`src/rtl/ip_codma_pkg.sv`:
```
// Shared types and size-code helpers for the CODMA write machine.
package ip_codma_pkg;

    localparam int unsigned SIZE_W      = 4;
    localparam int unsigned WORD_W      = 32;
    localparam int unsigned BEAT_DATA_W = 64;
    localparam int unsigned BEAT_W      = 3;

    localparam logic [SIZE_W-1:0] SZ_2W = 4'd3;
    localparam logic [SIZE_W-1:0] SZ_6W = 4'd8;
    localparam logic [SIZE_W-1:0] SZ_8W = 4'd9;

    typedef enum logic [1:0] {
        WR_IDLE    = 2'd0,
        WR_ASK     = 2'd1,
        WR_GRANTED = 2'd2,
        WR_UNUSED  = 2'd3
    } write_state_t;

    // Number of 64-bit beats for a size code; zero marks an illegal code.
    function automatic logic [BEAT_W-1:0] size_to_beats(input logic [SIZE_W-1:0] size);
        logic [BEAT_W-1:0] beats;
        case (size)
            SZ_2W:   beats = BEAT_W'(1);
            SZ_6W:   beats = BEAT_W'(3);
            SZ_8W:   beats = BEAT_W'(4);
            default: beats = BEAT_W'(0);
        endcase
        return beats;
    endfunction

endpackage

```
`src/rtl/ip_codma_write_machine.sv`:
```
// Snapshots the CODMA data register and writes it to the memory bus as
// consecutive 64-bit beats, reporting done/busy/error to the DMA FSM.
module ip_codma_write_machine
    import ip_codma_pkg::*;
#(
    parameter int unsigned ADDR_W    = 32,
    parameter int unsigned MAX_WORDS = 8
) (
    input  logic                             clk_i,
    input  logic                             reset_n_i,
    input  logic                             need_write_i,
    input  logic [SIZE_W-1:0]                size_i,
    input  logic [ADDR_W-1:0]                addr_i,
    input  logic [MAX_WORDS-1:0][WORD_W-1:0] data_reg_i,
    input  logic                             stop_i,
    input  logic                             bus_grant_i,
    input  logic                             bus_wready_i,
    input  logic                             bus_error_i,
    output logic                             bus_req_o,
    output logic                             bus_write_o,
    output logic [SIZE_W-1:0]                bus_size_o,
    output logic [ADDR_W-1:0]                bus_addr_o,
    output logic [BEAT_DATA_W-1:0]           bus_wdata_o,
    output logic                             bus_wvalid_o,
    output logic                             busy_o,
    output logic                             done_o,
    output logic                             wr_error_o,
    output write_state_t                     wr_state_r,
    output write_state_t                     wr_state_next_s
);

    localparam int unsigned IDX_W = $clog2(MAX_WORDS);

    logic [SIZE_W-1:0]                size_q;
    logic [ADDR_W-1:0]                base_q;
    logic [MAX_WORDS-1:0][WORD_W-1:0] snap_q;
    logic [BEAT_W-1:0]                beat_r;
    logic [BEAT_W-1:0]                beat_next;
    logic                             latch_en;
    logic                             done_next;
    logic                             err_next;
    logic                             last_beat;
    logic                             req_next;
    logic                             wvalid_next;
    logic [SIZE_W-1:0]                size_sel;
    logic [IDX_W-1:0]                 lo_idx;
    logic [IDX_W-1:0]                 hi_idx;
    logic [ADDR_W-1:0]                addr_next;
    logic [BEAT_DATA_W-1:0]           wdata_next;

    // State register
    always_ff @(posedge clk_i or negedge reset_n_i) begin
        if (!reset_n_i) begin
            wr_state_r <= WR_IDLE;
        end else begin
            wr_state_r <= wr_state_next_s;
        end
    end

    // Next state: stop beats bus error, bus error beats normal progress
    always_comb begin
        wr_state_next_s = wr_state_r;
        beat_next       = beat_r;
        latch_en        = 1'b0;
        done_next       = 1'b0;
        err_next        = 1'b0;
        last_beat       = (BEAT_W'(beat_r + 1'b1) == size_to_beats(size_q));
        if (stop_i) begin
            wr_state_next_s = WR_IDLE;
            beat_next       = '0;
        end else if (bus_error_i && (wr_state_r != WR_IDLE)) begin
            wr_state_next_s = WR_IDLE;
            beat_next       = '0;
            err_next        = 1'b1;
        end else begin
            case (wr_state_r)
                WR_IDLE: begin
                    if (need_write_i) begin
                        latch_en = 1'b1;
                        if (size_to_beats(size_i) != '0) begin
                            wr_state_next_s = WR_ASK;
                        end else begin
                            wr_state_next_s = WR_UNUSED;
                            err_next        = 1'b1;
                        end
                    end
                end
                WR_ASK: begin
                    if (bus_grant_i) begin
                        wr_state_next_s = WR_GRANTED;
                    end
                end
                WR_GRANTED: begin
                    if (bus_wready_i) begin
                        if (last_beat) begin
                            wr_state_next_s = WR_IDLE;
                            beat_next       = '0;
                            done_next       = 1'b1;
                        end else begin
                            beat_next = BEAT_W'(beat_r + 1'b1);
                        end
                    end
                end
                default: begin
                    wr_state_next_s = WR_IDLE;
                end
            endcase
        end
    end

    // Bus-side values for the coming cycle
    always_comb begin
        req_next    = (wr_state_next_s == WR_ASK) || (wr_state_next_s == WR_GRANTED);
        wvalid_next = (wr_state_next_s == WR_GRANTED);
        size_sel    = latch_en ? size_i : size_q;
        lo_idx      = {beat_next[IDX_W-2:0], 1'b0};
        hi_idx      = {beat_next[IDX_W-2:0], 1'b1};
        addr_next   = base_q + ADDR_W'({beat_next, 3'b000});
        wdata_next  = {snap_q[hi_idx], snap_q[lo_idx]};
    end

    // Snapshot, beat counter and registered outputs
    always_ff @(posedge clk_i or negedge reset_n_i) begin
        if (!reset_n_i) begin
            size_q       <= '0;
            base_q       <= '0;
            snap_q       <= '0;
            beat_r       <= '0;
            bus_req_o    <= 1'b0;
            bus_write_o  <= 1'b0;
            bus_size_o   <= '0;
            bus_addr_o   <= '0;
            bus_wdata_o  <= '0;
            bus_wvalid_o <= 1'b0;
            busy_o       <= 1'b0;
            done_o       <= 1'b0;
            wr_error_o   <= 1'b0;
        end else begin
            if (latch_en) begin
                size_q <= size_i;
                base_q <= addr_i;
                snap_q <= data_reg_i;
            end
            beat_r       <= beat_next;
            bus_req_o    <= req_next;
            bus_write_o  <= req_next;
            bus_size_o   <= req_next ? size_sel : '0;
            bus_wvalid_o <= wvalid_next;
            bus_addr_o   <= wvalid_next ? addr_next : '0;
            bus_wdata_o  <= wvalid_next ? wdata_next : '0;
            busy_o       <= (wr_state_next_s != WR_IDLE);
            done_o       <= done_next;
            wr_error_o   <= err_next;
        end
    end

endmodule

```
`config.mk`:
```
export PLATFORM = sky130hd
export DESIGN_NAME = ip_codma_write_machine
export DESIGN_NICKNAME = d
export VERILOG_FILES = /design/src/rtl/ip_codma_pkg.sv /design/src/rtl/ip_codma_write_machine.sv
export SDC_FILE = /design/constraint.sdc
export NUM_CORES = 1
export LEC_CHECK = 0
export CAP_MARGIN = 10
export CORE_MARGIN = 10
export CORE_UTILIZATION = 35
export CTS_BUF_LIST = sky130_fd_sc_hd__clkbuf_4 sky130_fd_sc_hd__clkbuf_8
export DETAILED_ROUTE_END_ITERATION = 16
export PLACE_DENSITY = 0.63
export SLEW_MARGIN = 20
export SYNTH_ARGS = -nofsm -noshare
export SYNTH_HDL_FRONTEND = slang
export SYNTH_SLANG_ARGS = --single-unit
```
`constraint.sdc`:
```
create_clock -name clk_i -period 8.04 [get_ports clk_i]
set_clock_uncertainty 0.1 [all_clocks]
set_input_delay 1.608 -clock clk_i [delete_from_list [all_inputs] [get_ports clk_i]]
set_output_delay 1.608 -clock clk_i [all_outputs]
set_load 0.02 [all_outputs]
```
# After elaboration in Yosys (flattened, before gate mapping)

Index checks and enable logic that the tools add are counted.

Flip-flop bits (word level): 402
Bits of input ports: 299
Output and inout bits: 110
Logic and storage cells: 82

$add $sub $neg: 2
$lt $le $gt $ge: 2
Eq/ne operators: 11
Multiplexer cells: 41
Reduce and logical (&&, ||, !) cells: 6

Operators by type and width:

| kind                                                | number |
|---|---|
| binary-select mux 32 bit (select 2 bit)             | 2 |
| two-way mux 32 bit                                  | 3 |
| two-way mux 64 bit                                  | 1 |
| adder 32 x 6 -> 32 bit                              | 1 |
| two-way mux 3 bit                                   | 9 |
| case mux 3 bit (3 select lines)                     | 2 |
| == test 4 bit (second input constant)               | 4 |
| two-way mux 1 bit                                   | 14 |
| two-way mux 2 bit                                   | 7 |
| == test 4 x 2 -> 1 bit (second input constant)      | 2 |
| < comparator 3 x 4 -> 1 bit (second input constant) | 2 |
| two-way mux 4 bit                                   | 2 |
| case mux 2 bit (3 select lines)                     | 1 |
| == test 2 x 1 -> 1 bit (second input constant)      | 2 |
| == test 2 bit (second input constant)               | 2 |
| nonzero test 2 bit                                  | 2 |
| adder 3 x 1 -> 3 bit (second input constant)        | 1 |
| == test 3 bit                                       | 1 |
| nonzero test 3 bit                                  | 1 |
| zero test 2 bit                                     | 1 |
| logical AND 1 bit                                   | 1 |
| logical OR 1 bit                                    | 1 |

# Depth between registers and ports, before layout

Depth after elaboration: 15
Mapped depth: 18
Gate-level depth less buffers: 15

# Worst setup path after synthesis

Ideal clock, no wire load.

Path kind: input port to flip-flop
From: in stop_i
To: reg bus_addr_o[23]
Setup time: 0.119 ns
Arrival time: 4.257 ns
Data required time: 7.821 ns
Path slack: 3.564 ns
Stages on the path: 15
Buffers on the path: 4
Cell sequence: clkbuf_1 or2_1 clkbuf_1 buf_2 buf_2 nor2_1 ha_1 inv_1 fa_1 nor2b_1 o2111ai_1 nor2_1 nand4_1 xnor2_1 and2_1

Word-level cells in the longest chain between the ends: 3
Elaborated cells between the ends (all ways): 5
Those cells by class: add/sub: 1; eq/ne: 1; mux: 3

Ends and longest elaborated chain:

| element                | RTL line                      | text |
|---|---|---|
| start: declaration     | ip_codma_write_machine.sv:15  | `input logic stop_i,` |
| two-way mux 3 bit      | ip_codma_write_machine.sv:68  | `if (stop_i) begin` |
| via beat_next[0]       | ip_codma_write_machine.sv:38  | `logic [BEAT_W-1:0] beat_next;` |
| adder 32 x 6 -> 32 bit | ip_codma_write_machine.sv:118 | `addr_next = base_q + ADDR_W'({beat_next, 3'b000});` |
| two-way mux 32 bit     | ip_codma_write_machine.sv:149 | `bus_addr_o <= wvalid_next ? addr_next : '0;` |
| end signal: assignment | ip_codma_write_machine.sv:149 |  |
| end: declaration       | ip_codma_write_machine.sv:22  | `output logic [ADDR_W-1:0] bus_addr_o,` |

The timed path passes the listed nets, and every way through them passes these cells.
A chain may end at the register's enable or synchronous reset.

# Worst setup path in the final report

From: reg beat_r[0]
To: out wr_state_next_s[1]

Word-level cells in the longest chain between the ends: 7

Ends and longest elaborated chain:

| element                         | RTL line                      | text |
|---|---|---|
| start: declaration              | ip_codma_write_machine.sv:37  | `logic [BEAT_W-1:0] beat_r;` |
| start signal: assignment        | ip_codma_write_machine.sv:144 | `beat_r <= beat_next;` |
| adder 3 x 1 -> 3 bit            | ip_codma_write_machine.sv:67  | `last_beat = (BEAT_W'(beat_r + 1'b1) == size_to_beats(size_q));` |
| == test 3 bit                   | ip_codma_write_machine.sv:67  |  |
| two-way mux 2 bit               | ip_codma_write_machine.sv:95  | `if (last_beat) begin` |
| two-way mux 2 bit               | ip_codma_write_machine.sv:94  | `if (bus_wready_i) begin` |
| case mux 2 bit (3 select lines) | ip_codma_write_machine.sv:76  | `case (wr_state_r)` |
| two-way mux 2 bit               | ip_codma_write_machine.sv:71  | `end else if (bus_error_i && (wr_state_r != WR_IDLE)) begin` |
| two-way mux 2 bit               | ip_codma_write_machine.sv:68  |  |
| end: declaration                | ip_codma_write_machine.sv:29  | `output write_state_t wr_state_next_s` |

No other way between the ends.

==> results.sh <==
export IMPL_die_area_um2=64300
export IMPL_crit_chain="ha_1, xor2_1, xnor2_2, o211ai_2, o22ai_1, nor2_1, o21a_1, clkdlybuf4s50_1"
export IMPL_yosysWarnings=0
export IMPL_p_sw_mw=1.93
export IMPL_postCtsSetupBuffers=0
export IMPL_worst_path_max_fanout=29
export IMPL_switching_share=0.299
export IMPL_criticalPathCategory="reg2out"
export IMPL_core_um2=53900
export IMPL_finalHoldViolations=0
export IMPL_gp_congestion=0.795
export IMPL_synth_ff_type="dfrtp_1"
export IMPL_cts_root_buf="clkbuf_8"
export IMPL_worst_slew_pin_slew_ns=1.07
export IMPL_cts_sinks=402
export IMPL_synth_edf_count=0
export IMPL_max_cap_violations=0
export IMPL_die_w_um=253
export IMPL_cts_htree_levels=3
export IMPL_synthArstFlopShare=1.00
export IMPL_io_buffers=408
export IMPL_gr_total_overflow=0
export IMPL_grt_pass1_wl_mm=98.6
export IMPL_syn_cell_area_um2=19100
export IMPL_syn_num_nets=2074
export IMPL_postSynthAreaPerCell_um2=10.8
export IMPL_p_int_mw=4.54
export IMPL_p_leak_nw=10.3
export IMPL_grt_use_total=0.196
export IMPL_syn_instance_count=1768
export IMPL_cts_resized=0
export IMPL_end_kind="primary output"
export IMPL_drtPass1Iterations=5
export IMPL_required_ns=6.33
export IMPL_worstSkewPairLatency_ns=0.64
export IMPL_rsz0062_at_grt="false"
export IMPL_ant_nets=0
export IMPL_slew_viol_final=0
export IMPL_antenna_found_initial=7
export IMPL_finalCriticalPeriod_ns=5.59
export IMPL_cts_tree="yes"
export IMPL_tns_ns=0
export IMPL_comb_power_share=0.236
export IMPL_routedWlPerCell_um=22.1
export IMPL_initial_core_util=0.354
export IMPL_vias=15569
export IMPL_ys_seq_elements=402
export IMPL_die_h_um=253
export IMPL_ctsHoldBuffers=0
export IMPL_drcViolationCount=0
export IMPL_clkPwrFrac=0.331
export IMPL_p_per_area_nw_per_um2=256
export IMPL_path_clk_slew_ns=0.05
export IMPL_pin_count=409
export IMPL_viasPerCell=5.41
export IMPL_crit_path_top_delay_cell="dfrtp_4"
export IMPL_fmax_mhz=179
export IMPL_relSlewSlack=0.288
export IMPL_period_share=0.695
export IMPL_peakVddDrop_mv=0.139
export IMPL_wl_mm=63.6
export IMPL_hpwl_mm=42.2
export IMPL_seqPwrFrac=0.433
export IMPL_clock_path_buffers=3
export IMPL_layout_nets=2431
export IMPL_drtIter0Drc=1151
export IMPL_post_layout_nonfiller_instances=2878
export IMPL_drive_gt1_frac=0.182
export IMPL_synth_cell_types=54
export IMPL_dp_cells=2745
export IMPL_hold_class="reg2reg"
export IMPL_cts_buffers=74
export IMPL_yosysSeqAreaShare=0.527
export IMPL_start_kind="flop"
export IMPL_grt_pass1_vias=16513
export IMPL_crit_arrival_ns=3.88
export IMPL_finalSetupViolations=0
export IMPL_slowest_delay_ns=0.66
export IMPL_grt_max_degree=183
export IMPL_synthToLayoutAreaGrowth_pct=32.5
export IMPL_run_status="finished clean"
export IMPL_num_rows=85
-- cells by family after synthesis --
| family | after synthesis | synth area share |
|---|---|---|
| mux | 247 | 0.144 |
| xor+xnor | 28 | 0.0132 |
| compound gates | 475 | 0.173 |
| simple gates | 388 | 0.0877 |
| fa+ha+maj | 7 | 0.00498 |
| buf+inv | 221 | 0.0491 |
| flops | 402 | 0.527 |
-- synth_stat cells, types with 2 or more instances --
| library cell | instances | share of area |
|---|---|---|
| buf_1 | 10 | 0.0020 |
| a211oi_1 | 44 | 0.017 |
| and4_1 | 3 | 0.0014 |
| a21oi_1 | 91 | 0.024 |
| dfrtp_1 | 402 | 0.53 |
| xor2_1 | 15 | 0.0069 |
| buf_6 | 2 | 0.0012 |
| ha_1 | 6 | 0.0039 |
| buf_2 | 57 | 0.015 |
| inv_1 | 69 | 0.014 |
| and2_1 | 15 | 0.0049 |
| nand3_1 | 7 | 0.0018 |
| xnor2_1 | 12 | 0.0055 |
| nor3_1 | 6 | 0.0016 |
| nand4_1 | 6 | 0.0020 |
| nand2b_1 | 2 | 0.00066 |
| a221oi_1 | 40 | 0.018 |
| clkinv_1 | 2 | 0.00039 |
| o21ai_0 | 134 | 0.035 |
| clkbuf_1 | 75 | 0.015 |
| nor2_1 | 138 | 0.027 |
| nand2_1 | 188 | 0.037 |
| mux2_2 | 227 | 0.13 |
| and3b_1 | 2 | 0.00092 |
| nor2b_1 | 6 | 0.0020 |
| buf_4 | 5 | 0.0020 |
| o22ai_1 | 2 | 0.00066 |
| a22o_1 | 64 | 0.029 |
| mux2i_1 | 20 | 0.010 |
| o21a_1 | 5 | 0.0020 |
| o2111ai_1 | 45 | 0.021 |
| and3_1 | 3 | 0.00098 |
| o311a_1 | 44 | 0.023 |
-- final timing paths --
path | startpoint | end | slack, ns | depth (start not counted)
max | beat_r[0] | wr_state_next_s[1] | 2.45 | 8
min | base_q[0] | bus_addr_o[0] | 0.39 | 1
max reg2reg | beat_r[0] | bus_addr_o[23] | 2.94 | 16
min reg2reg | base_q[0] | bus_addr_o[0] | 0.39 | 1
max in group asynchronous | reset_n_i | snap_q[50] | 5.39 | 2
min in group asynchronous | reset_n_i | bus_wdata_o[43] | 0.89 | 1
-- power by group through the flow --
stage | combinational (mW) | clock, mW | sequential, mW
global placement | 1.49 | 0 | 2.81
CTS | 1.54 | 2.20 | 2.80
global route | 1.68 | 2.30 | 2.86
finish | 1.53 | 2.14 | 2.80
detailed placement | 1.53 | 0 | 2.83
floorplan | 0.926 | 0 | 2.80
-- state kept, by name (all words and copies together) (netlist names), 2 cells and up --
register	count
snap_q	256
bus_wdata_o	64
base_q	32
bus_addr_o	32
bus_size_o	4
size_q	4
beat_r	3
wr_state_r	2
-- critical path, delay by kind of cell (launching register included) --
kind,cells,cell delay (ns)
flip-flops,1,0.66
AND/OR/NAND/NOR,1,0.08
buffers and inverters,1,0.57
XOR/XNOR,2,0.74
AO/OA/AOI/OAI,3,0.84
adder cells (fa/ha/maj),1,0.37
-- cell usage in the layout (no fill, tap or decap), drive strengths merged, types with 6 or more instances in the layout --
cell type | Yosys | final
nand2 | 188 | 188
buf | 74 | 23
a21oi | 91 | 91
o2111ai | 45 | 45
o311a | 44 | 44
nor2 | 138 | 138
nand4 | 6 | 6
inv | 70 | 70
mux2i | 20 | 20
xor2 | 15 | 15
o21ai | 135 | 135
clkdlybuf4s50 | 0 | 407
a211oi | 44 | 44
xnor2 | 13 | 13
nor2b | 6 | 6
clkbuf | 75 | 119
a221oi | 40 | 40
mux2 | 227 | 227
nor3 | 7 | 7
dfrtp | 402 | 402
ha | 6 | 6
a22o | 64 | 64
and2 | 15 | 15
clkinv | 2 | 8
nand3 | 7 | 7
-- per-stage QoR --
stage	utilization	power, mW	setup WS (ns)	hold slack [ns]	cell area, µm²
2_1_floorplan	-	3.73	3.56	0.355	19100
3_3_place_gp	0.438	4.30	2.53	0.364	23600
3_5_place_dp	0.438	4.36	2.41	0.379	23600
4_1_cts	0.469	6.54	2.32	0.394	25300
5_1_grt	0.469	6.84	2.27	0.418	25300
6_report	0.469	6.47	2.45	0.388	25300
-- routing by layer --
metal  track usage  part of all wire
met1         0.246              0.41
met2         0.320              0.49
met3        0.0454             0.066
met4        0.0802             0.032
met5             0           0.00030
-- final cells by class --
cell class              count  area (µm²)
fillers                  4887       28600
flip-flops and latches    402       10100
multi-input cells        1145        8130
repair buffers            430        4290
clock buffers             119        1560
well taps                 696         871
inverters                  72         273
clock inverters             9        75.1
diodes                      5        12.5
Power figures use the tool's default switching activity.
